`config.mk`:
```
export PLATFORM = sky130hd
export DESIGN_NAME = iob_pcie_chnl_dma
export DESIGN_NICKNAME = d
export VERILOG_FILES = /design/src/rtl/iob_pcie_chnl_dma.sv
export SDC_FILE = /design/constraint.sdc
export NUM_CORES = 2
export LEC_CHECK = 0
export CAP_MARGIN = 20
export CORE_ASPECT_RATIO = 1.5
export CORE_UTILIZATION = 46
export DETAILED_ROUTE_END_ITERATION = 8
export HOLD_SLACK_MARGIN = 0.1
export PLACE_DENSITY = 0.66
export SYNTH_ARGS = -nofsm -noshare
export SYNTH_HDL_FRONTEND = slang
export SYNTH_HIERARCHICAL = 1
export SYNTH_SLANG_ARGS = --single-unit
```
`constraint.sdc`:
```
create_clock -name clk -period 13.5 [get_ports clk]
set_input_delay 4.05 -clock clk [delete_from_list [all_inputs] [get_ports clk]]
set_output_delay 4.05 -clock clk [all_outputs]
set_load 0.05 [all_outputs]
```
`src/rtl/iob_pcie_chnl_dma.sv`:
```
// Full-duplex RIFFA-style PCIe channel endpoint: independent RX and TX
// state machines, each buffered by its own show-ahead FIFO.

module iob_pcie_chnl_dma_fifo #(
  parameter int W  = 64,
  parameter int AW = 4
) (
  input  logic          clk,
  input  logic          arst_n,
  input  logic          push,
  input  logic          pop,
  input  logic [W-1:0]  wrData,
  output logic [W-1:0]  rdData,
  output logic          full,
  output logic          empty,
  output logic [AW:0]   level
);
  localparam int unsigned DEPTH = 1 << AW;

  logic [W-1:0]  mem [DEPTH];
  logic [AW-1:0] wrPtr;
  logic [AW-1:0] rdPtr;
  logic          doPush;
  logic          doPop;

  assign full   = (level == (AW+1)'(DEPTH));
  assign empty  = (level == '0);
  assign doPush = push & ~full;
  assign doPop  = pop & ~empty;
  assign rdData = mem[rdPtr];

  // Pointer and occupancy bookkeeping; pointers wrap modulo the depth.
  always_ff @(posedge clk or negedge arst_n) begin
    if (!arst_n) begin
      wrPtr <= '0;
      rdPtr <= '0;
      level <= '0;
    end else begin
      if (doPush) wrPtr <= wrPtr + AW'(1);
      if (doPop)  rdPtr <= rdPtr + AW'(1);
      level <= level + (AW+1)'(doPush) - (AW+1)'(doPop);
    end
  end

  // Storage array, written on accepted pushes only.
  always_ff @(posedge clk) begin
    if (doPush) mem[wrPtr] <= wrData;
  end
endmodule

module iob_pcie_chnl_dma #(
  parameter int C_PCI_DATA_WIDTH = 64,
  parameter int FIFO_DEPTH_LOG2  = 4,
  parameter int LEN_W            = 32
) (
  input  logic                         clk,
  input  logic                         arst_n,
  output logic                         chnl_rx_clk,
  input  logic                         chnl_rx,
  output logic                         chnl_rx_ack,
  input  logic                         chnl_rx_last,
  input  logic [LEN_W-1:0]             chnl_rx_len,
  input  logic [LEN_W-2:0]             chnl_rx_off,
  input  logic [C_PCI_DATA_WIDTH-1:0]  chnl_rx_data,
  input  logic                         chnl_rx_data_valid,
  output logic                         chnl_rx_data_ren,
  output logic                         chnl_tx_clk,
  output logic                         chnl_tx,
  input  logic                         chnl_tx_ack,
  output logic                         chnl_tx_last,
  output logic [LEN_W-1:0]             chnl_tx_len,
  output logic [LEN_W-2:0]             chnl_tx_off,
  output logic [C_PCI_DATA_WIDTH-1:0]  chnl_tx_data,
  output logic                         chnl_tx_data_valid,
  input  logic                         chnl_tx_data_ren,
  output logic [C_PCI_DATA_WIDTH-1:0]  rx_data_o,
  output logic                         rx_valid_o,
  input  logic                         rx_ready_i,
  output logic [LEN_W-1:0]             rx_len_o,
  output logic                         rx_last_o,
  output logic                         rx_done_o,
  input  logic [C_PCI_DATA_WIDTH-1:0]  tx_data_i,
  input  logic                         tx_valid_i,
  output logic                         tx_ready_o,
  input  logic [LEN_W-1:0]             tx_len_i,
  input  logic                         tx_start_i,
  output logic                         tx_busy_o,
  output logic                         tx_done_o,
  output logic [FIFO_DEPTH_LOG2:0]     rx_level_o,
  output logic [FIFO_DEPTH_LOG2:0]     tx_level_o
);
  localparam int WPB      = C_PCI_DATA_WIDTH / 32;
  localparam int WPB_LOG2 = $clog2(WPB);

  typedef enum logic [1:0] {RX_IDLE, RX_ACK, RX_DATA} rxState_t;
  typedef enum logic [1:0] {TX_IDLE, TX_REQ, TX_DATA} txState_t;

  // Beat count for a word length, one bit wider so all-ones cannot overflow.
  function automatic logic [LEN_W:0] beatsOf(input logic [LEN_W-1:0] len);
    logic [LEN_W:0] sum;
    sum = {1'b0, len} + (LEN_W+1)'(WPB - 1);
    return sum >> WPB_LOG2;
  endfunction

  rxState_t rxState, rxNext;
  txState_t txState, txNext;

  logic [LEN_W:0]   rxTarget, rxCount, txTarget, txCount;
  logic [LEN_W-1:0] txLenQ;
  logic             rxPush, rxFull, rxEmpty, rxDoneNext;
  logic             txPop, txFull, txEmpty, txValid, txDoneNext;
  logic [C_PCI_DATA_WIDTH-1:0] rxHead, txHead;
  logic             unusedOff;

  assign unusedOff    = ^chnl_rx_off;
  assign chnl_rx_clk  = clk;
  assign chnl_tx_clk  = clk;
  assign chnl_tx_last = 1'b1;
  assign chnl_tx_off  = '0;
  assign chnl_tx_len  = txLenQ;
  assign chnl_tx_data_valid = txValid;
  assign chnl_tx_data = txValid ? txHead : '0;
  assign rx_valid_o   = ~rxEmpty;
  assign rx_data_o    = rxEmpty ? '0 : rxHead;
  assign tx_ready_o   = ~txFull;
  assign tx_busy_o    = (txState != TX_IDLE);

  iob_pcie_chnl_dma_fifo #(.W(C_PCI_DATA_WIDTH), .AW(FIFO_DEPTH_LOG2)) rxFifo (
    .clk(clk), .arst_n(arst_n), .push(rxPush), .pop(rx_ready_i),
    .wrData(chnl_rx_data), .rdData(rxHead), .full(rxFull), .empty(rxEmpty),
    .level(rx_level_o)
  );

  iob_pcie_chnl_dma_fifo #(.W(C_PCI_DATA_WIDTH), .AW(FIFO_DEPTH_LOG2)) txFifo (
    .clk(clk), .arst_n(arst_n), .push(tx_valid_i), .pop(txPop),
    .wrData(tx_data_i), .rdData(txHead), .full(txFull), .empty(txEmpty),
    .level(tx_level_o)
  );

  // State registers for both channel directions.
  always_ff @(posedge clk or negedge arst_n) begin
    if (!arst_n) begin
      rxState <= RX_IDLE;
      txState <= TX_IDLE;
    end else begin
      rxState <= rxNext;
      txState <= txNext;
    end
  end

  // RX next-state and handshake outputs.
  always_comb begin
    rxNext           = rxState;
    chnl_rx_ack      = 1'b0;
    chnl_rx_data_ren = 1'b0;
    rxPush           = 1'b0;
    rxDoneNext       = 1'b0;
    case (rxState)
      RX_IDLE: if (chnl_rx) rxNext = RX_ACK;
      RX_ACK: begin
        chnl_rx_ack = 1'b1;
        if (rxTarget == '0) begin
          rxDoneNext = 1'b1;
          rxNext     = RX_IDLE;
        end else begin
          rxNext = RX_DATA;
        end
      end
      RX_DATA: begin
        chnl_rx_data_ren = ~rxFull;
        rxPush           = chnl_rx_data_valid & ~rxFull;
        if (rxPush && (rxCount + (LEN_W+1)'(1) == rxTarget)) begin
          rxDoneNext = 1'b1;
          rxNext     = RX_IDLE;
        end
      end
      default: rxNext = RX_IDLE;
    endcase
  end

  // TX next-state and handshake outputs.
  always_comb begin
    txNext     = txState;
    chnl_tx    = 1'b0;
    txValid    = 1'b0;
    txPop      = 1'b0;
    txDoneNext = 1'b0;
    case (txState)
      TX_IDLE: if (tx_start_i && (tx_len_i != '0)) txNext = TX_REQ;
      TX_REQ: begin
        chnl_tx = 1'b1;
        if (chnl_tx_ack) txNext = TX_DATA;
      end
      TX_DATA: begin
        chnl_tx = 1'b1;
        txValid = ~txEmpty;
        txPop   = txValid & chnl_tx_data_ren;
        if (txPop && (txCount + (LEN_W+1)'(1) == txTarget)) begin
          txDoneNext = 1'b1;
          txNext     = TX_IDLE;
        end
      end
      default: txNext = TX_IDLE;
    endcase
  end

  // Transaction bookkeeping: latched lengths, beat targets/counts, done pulses.
  always_ff @(posedge clk or negedge arst_n) begin
    if (!arst_n) begin
      rx_len_o  <= '0;
      rx_last_o <= 1'b0;
      rxTarget  <= '0;
      rxCount   <= '0;
      rx_done_o <= 1'b0;
      txLenQ    <= '0;
      txTarget  <= '0;
      txCount   <= '0;
      tx_done_o <= 1'b0;
    end else begin
      rx_done_o <= rxDoneNext;
      tx_done_o <= txDoneNext;
      if (rxState == RX_IDLE && chnl_rx) begin
        rx_len_o  <= chnl_rx_len;
        rx_last_o <= chnl_rx_last;
        rxTarget  <= beatsOf(chnl_rx_len);
        rxCount   <= '0;
      end else if (rxPush) begin
        rxCount <= rxCount + (LEN_W+1)'(1);
      end
      if (txState == TX_IDLE && tx_start_i && (tx_len_i != '0)) begin
        txLenQ   <= tx_len_i;
        txTarget <= beatsOf(tx_len_i);
        txCount  <= '0;
      end else if (txPop) begin
        txCount <= txCount + (LEN_W+1)'(1);
      end
    end
  end
endmodule
```
Word level (Yosys, flattened, before mapping)
Memory sizes are Yosys's and may differ from the RTL's.
Cells that the tools add are included.
{ "op_classes": {"muxes": 29, "n_addsub": 12, "eq_ne": 13, "reduce_logical": 18, "bitwise_logic": 10} }
{ "ops": {"columns": ["cell", "count"], "rows": [
  ["$mux W33", 4],
  ["$mux W64", 2],
  ["$add A32 B1 Y33 const B", 2],
  ["$add A33 B1 Y33 const B", 2],
  ["$eq A33 B32 Y1", 2],
  ["$logic_not A33 Y1", 1],
  ["$reduce_bool A32 Y1", 1],
  ["$add A4 B1 Y4 const B", 4],
  ["$mux W1", 14],
  ["$mux W2", 6],
  ["$pmux W2 S3", 2],
  ["$add A5 B1 Y5", 2],
  ["$eq A5 B5 Y1 const B", 2],
  ["$logic_not A5 Y1", 2],
  ["$ne A2 B2 Y1 const B", 5],
  ["$sub A5 B1 Y5", 2],
  ["$and A1 B1 Y1", 6],
  ["$logic_and A1 B1 Y1", 6],
  ["$reduce_bool A2 Y1", 3],
  ["$eq A2 B1 Y1 const B", 2],
  ["$eq A2 B2 Y1 const B", 2],
  ["$logic_not A2 Y1", 2],
  ["$not A1 Y1", 4],
  ["$reduce_and A3 Y1", 1],
  ["other kinds (3)", 3]
]} }
{ "word_totals": {"ramBits": 2048, "memories": 2, "output_inout_bits": 246, "register_bits": 227, "elab_cells": 101, "in_bits": 233} }
{ "mem_list": {"columns": ["name", "depth", "word_bits", "read_ports", "rd_ports_with_merged_regs", "wr", "line_no", "source"], "rows": [
  ["rxFifo.mem", 16, 64, 1, 0, 1, "20", "logic [W-1:0] mem [DEPTH];"],
  ["txFifo.mem", 16, 64, 1, 0, 1, "20", null]
]} }

Longest topological paths before layout
{ "logic_depth": {"ltp_word": 7, "depth_mapped": 16, "depth_no_buf": 15} }

Modules after synthesis
Netlist, hierarchy kept.
{ "by_module_without_submodules": {"columns": ["module", "area_each_um2", "cells_each", "instances", "seq_area_each_um2"], "rows": [
  ["iob_pcie_chnl_dma_fifo at txFifo", 39872.0, 1922, 1, 31074.8],
  ["iob_pcie_chnl_dma_fifo at rxFifo", 39860.7, 1922, 1, 31074.8],
  ["iob_pcie_chnl_dma", 12599.6, 1545, 1, 5029.8]
]} }

==> out/qor.yml <==
cp-end-kind: "output pin"
setup_viol: 0
grt_setup_unrepaired: "no"
clk_latency_ns: 0.99
setup_tns_ns: 0
total_power_mw: 22.6
die_area_um2: 203000
worstMarginPinSlew_ns: 1.19
hold_violations: 0
portBuffers: 415
crit_fanout: 4
hp-start: "rx_len_o[27]"
cts_tree: "done"
cts_resized: 0
power_density_nw_per_um2: 213
antenna_found_initial: 26
yosysMostFrequentCell: "edfxtp_1"
synthTopCellsByCount: "2048 x edfxtp_1, 513 x mux2i_1, 477 x nand2_1"
r2r_slack_ns: 7.94
worstRegToRegCells: 10
synthTopCellsByArea: "edfxtp_1 67%, mux4_2 6.2%, dfrtp_1 6.2%, mux2i_1 5.6%, a221oi_1 2.4%"
seqCellArea_um2: 67200
min_path_cells: 2
status: "completed"
place.gp.congestion: 0.829
fin_worst_skew_ns: 0.0813
grt_max_degree: 127
vdd_ir_drop_max_mv: 0.238
final_antenna_net_count: 0
crit_path_start_kind: "clock port"
reg2reg_from: "rxFifo/level[2]"
yosysSeqAreaShare_pct: 72.8
grt_pass1_vias: 50500
overflow: 0
fin_util_pct: 53.0
finalNetCount: 6069
grt_pass1_wl_um: 325000
maxSlewHeadroom_pct: 20.0
stdcell_area_um2: 106000
cts.clk_slew.worst_paths_ns: 0.06
core-area_um2: 200000
yosys.area.top_type: "edfxtp_1"
setup_slack_ns: 1.74
final_cells: 8612
min_path_type: "register to register"
leakagePower_nw: 35.9
totalWireLength_um: 222000
drive_gt1_share_pct: 11.9
fp-row-count: 201
ctsHoldBuffers: 0
syn-cell-area_um2: 92300
multi_input_area_um2: 23300
worstReg2RegEnd: "rxFifo/mem[1][18]"
drv_cap: 0
place_hpwl_um: 120000
dp.cells: 8221
die_y_um: 551
first_pass_iters: 5
synth.avg_cell_area_um2: 17.1
dpl_worst_slack_ns: 2.03
synth-edff-count: 2048
initial_core_util_pct: 46.2
dieWidth_um: 368
cts_setup_buffers: 0
min_to: "rx_len_o[27]"
yosysTopAreaCellShare_pct: 66.6
ys.flop_type: "edfxtp_1"
arrival_ns: 7.71
synth_cells: 5389
vias: 50100
remaining_drc_errors: 0
ys_types: 72
drt_iter0_drc: 4243
critPathKind: "clock port to output pin"
synth_warnings: 6
place_area_um2: 98900
holdWs_ns: 0.473
area_growth_syn_to_layout_pct: 14.6
ys_ff_latch: 2275
critPathRequiredTime_ns: 9.45
ios: 479
fill_cells: 15800
grt.total_usage_pct: 21.6
async_reset_ff_share_pct: 9.98
report.final.slew_viol_count: 0
vias_per_cell: 5.82
avgRoutedWirePerCell_um: 25.7
-- power breakdown --
part	internal, mW	switching (mW)
combinational	2.90	4.99
sequential	8.30	0.409
clock	3.43	2.56
total	14.6	7.96
-- metal layers --
layer  wire [um]  GRT usage [%]
met5         152              0
met4        4910           5.74
met3       15000           4.03
met2      115000           38.0
met1       86700           27.2
-- layout make-up --
type / count / area share (%)
Antenna cell: 8 / 0.0189
Clock inverter: 112 / 1.10
Multi-Input combinational cell: 2755 / 22.1
Sequential cell: 2275 / 63.5
Timing Repair Buffer: 501 / 4.57
Inverter: 49 / 0.176
Clock buffer: 273 / 5.43
Tap cell: 2639 / 3.12
-- worst max-delay path, cell delays in order --
cell             delay, ns
clkbuf_16             0.13
clkbuf_16             0.13
clkdlybuf4s50_1       0.69
-- logic make-up after synthesis --
kind of cell / Yosys count / share of synthesized area, %
AO/OA/AOI/OAI: 672 / 5.15
XOR/XNOR: 221 / 2.10
adder cells (fa/ha/maj): 37 / 0.515
buffers and inverters: 389 / 2.32
flip-flops: 2275 / 72.8
multiplexers: 773 / 11.9
other: 2 / 0.00813
AND/OR/NAND/NOR: 1020 / 5.31
-- state kept, by name (all words and copies together), names as in the netlist, 32 cells and up --
register,flops
rxFifo/mem,1024
txTarget,32
rxTarget,32
txFifo/mem,1024
txCount,33
rxCount,33
rx_len_o,32
chnl_tx_len,32
-- how the worst max path moves through the flow --
stage,startpoint,cells after the start,end,slack (ns)
final,clk,3,chnl_tx_clk,1.74
after global routing,clk,3,chnl_tx_clk,1.72
after CTS,clk,3,chnl_tx_clk,1.72
after detailed placement,clk,1,chnl_rx_clk,2.03
after global placement,clk,1,chnl_rx_clk,2.03
after floorplan,chnl_rx_data_valid,6,rxFifo/mem[0][0],2.10
-- layout by cell type (no fill, tap or decap), drive strengths merged, types with 7 or more instances in the layout --
cell type / netlist / final
edfxtp: 2048 / 2048
mux2i: 513 / 513
nand2: 477 / 477
clkdlybuf4s50: 0 / 414
clkbuf: 176 / 271
a221oi: 257 / 257
mux4: 256 / 256
dfrtp: 227 / 227
o21ai: 221 / 221
a22oi: 128 / 128
xor2: 114 / 114
nor2: 113 / 113
xnor2: 107 / 107
buf: 164 / 89
and2: 85 / 85
clkinv: 2 / 83
nor2b: 75 / 75
nand3: 55 / 55
inv: 47 / 53
nand4: 48 / 48
nor3: 41 / 41
nor4: 40 / 40
ha: 34 / 34
conb: 2 / 32
a21oi: 31 / 31
bufinv: 0 / 22
and3: 18 / 18
or3: 17 / 17
and4: 12 / 12
diode: 0 / 8
nor3b: 8 / 8
nor4b: 7 / 7
No activity file was read; power rests on OpenSTA's default activity.
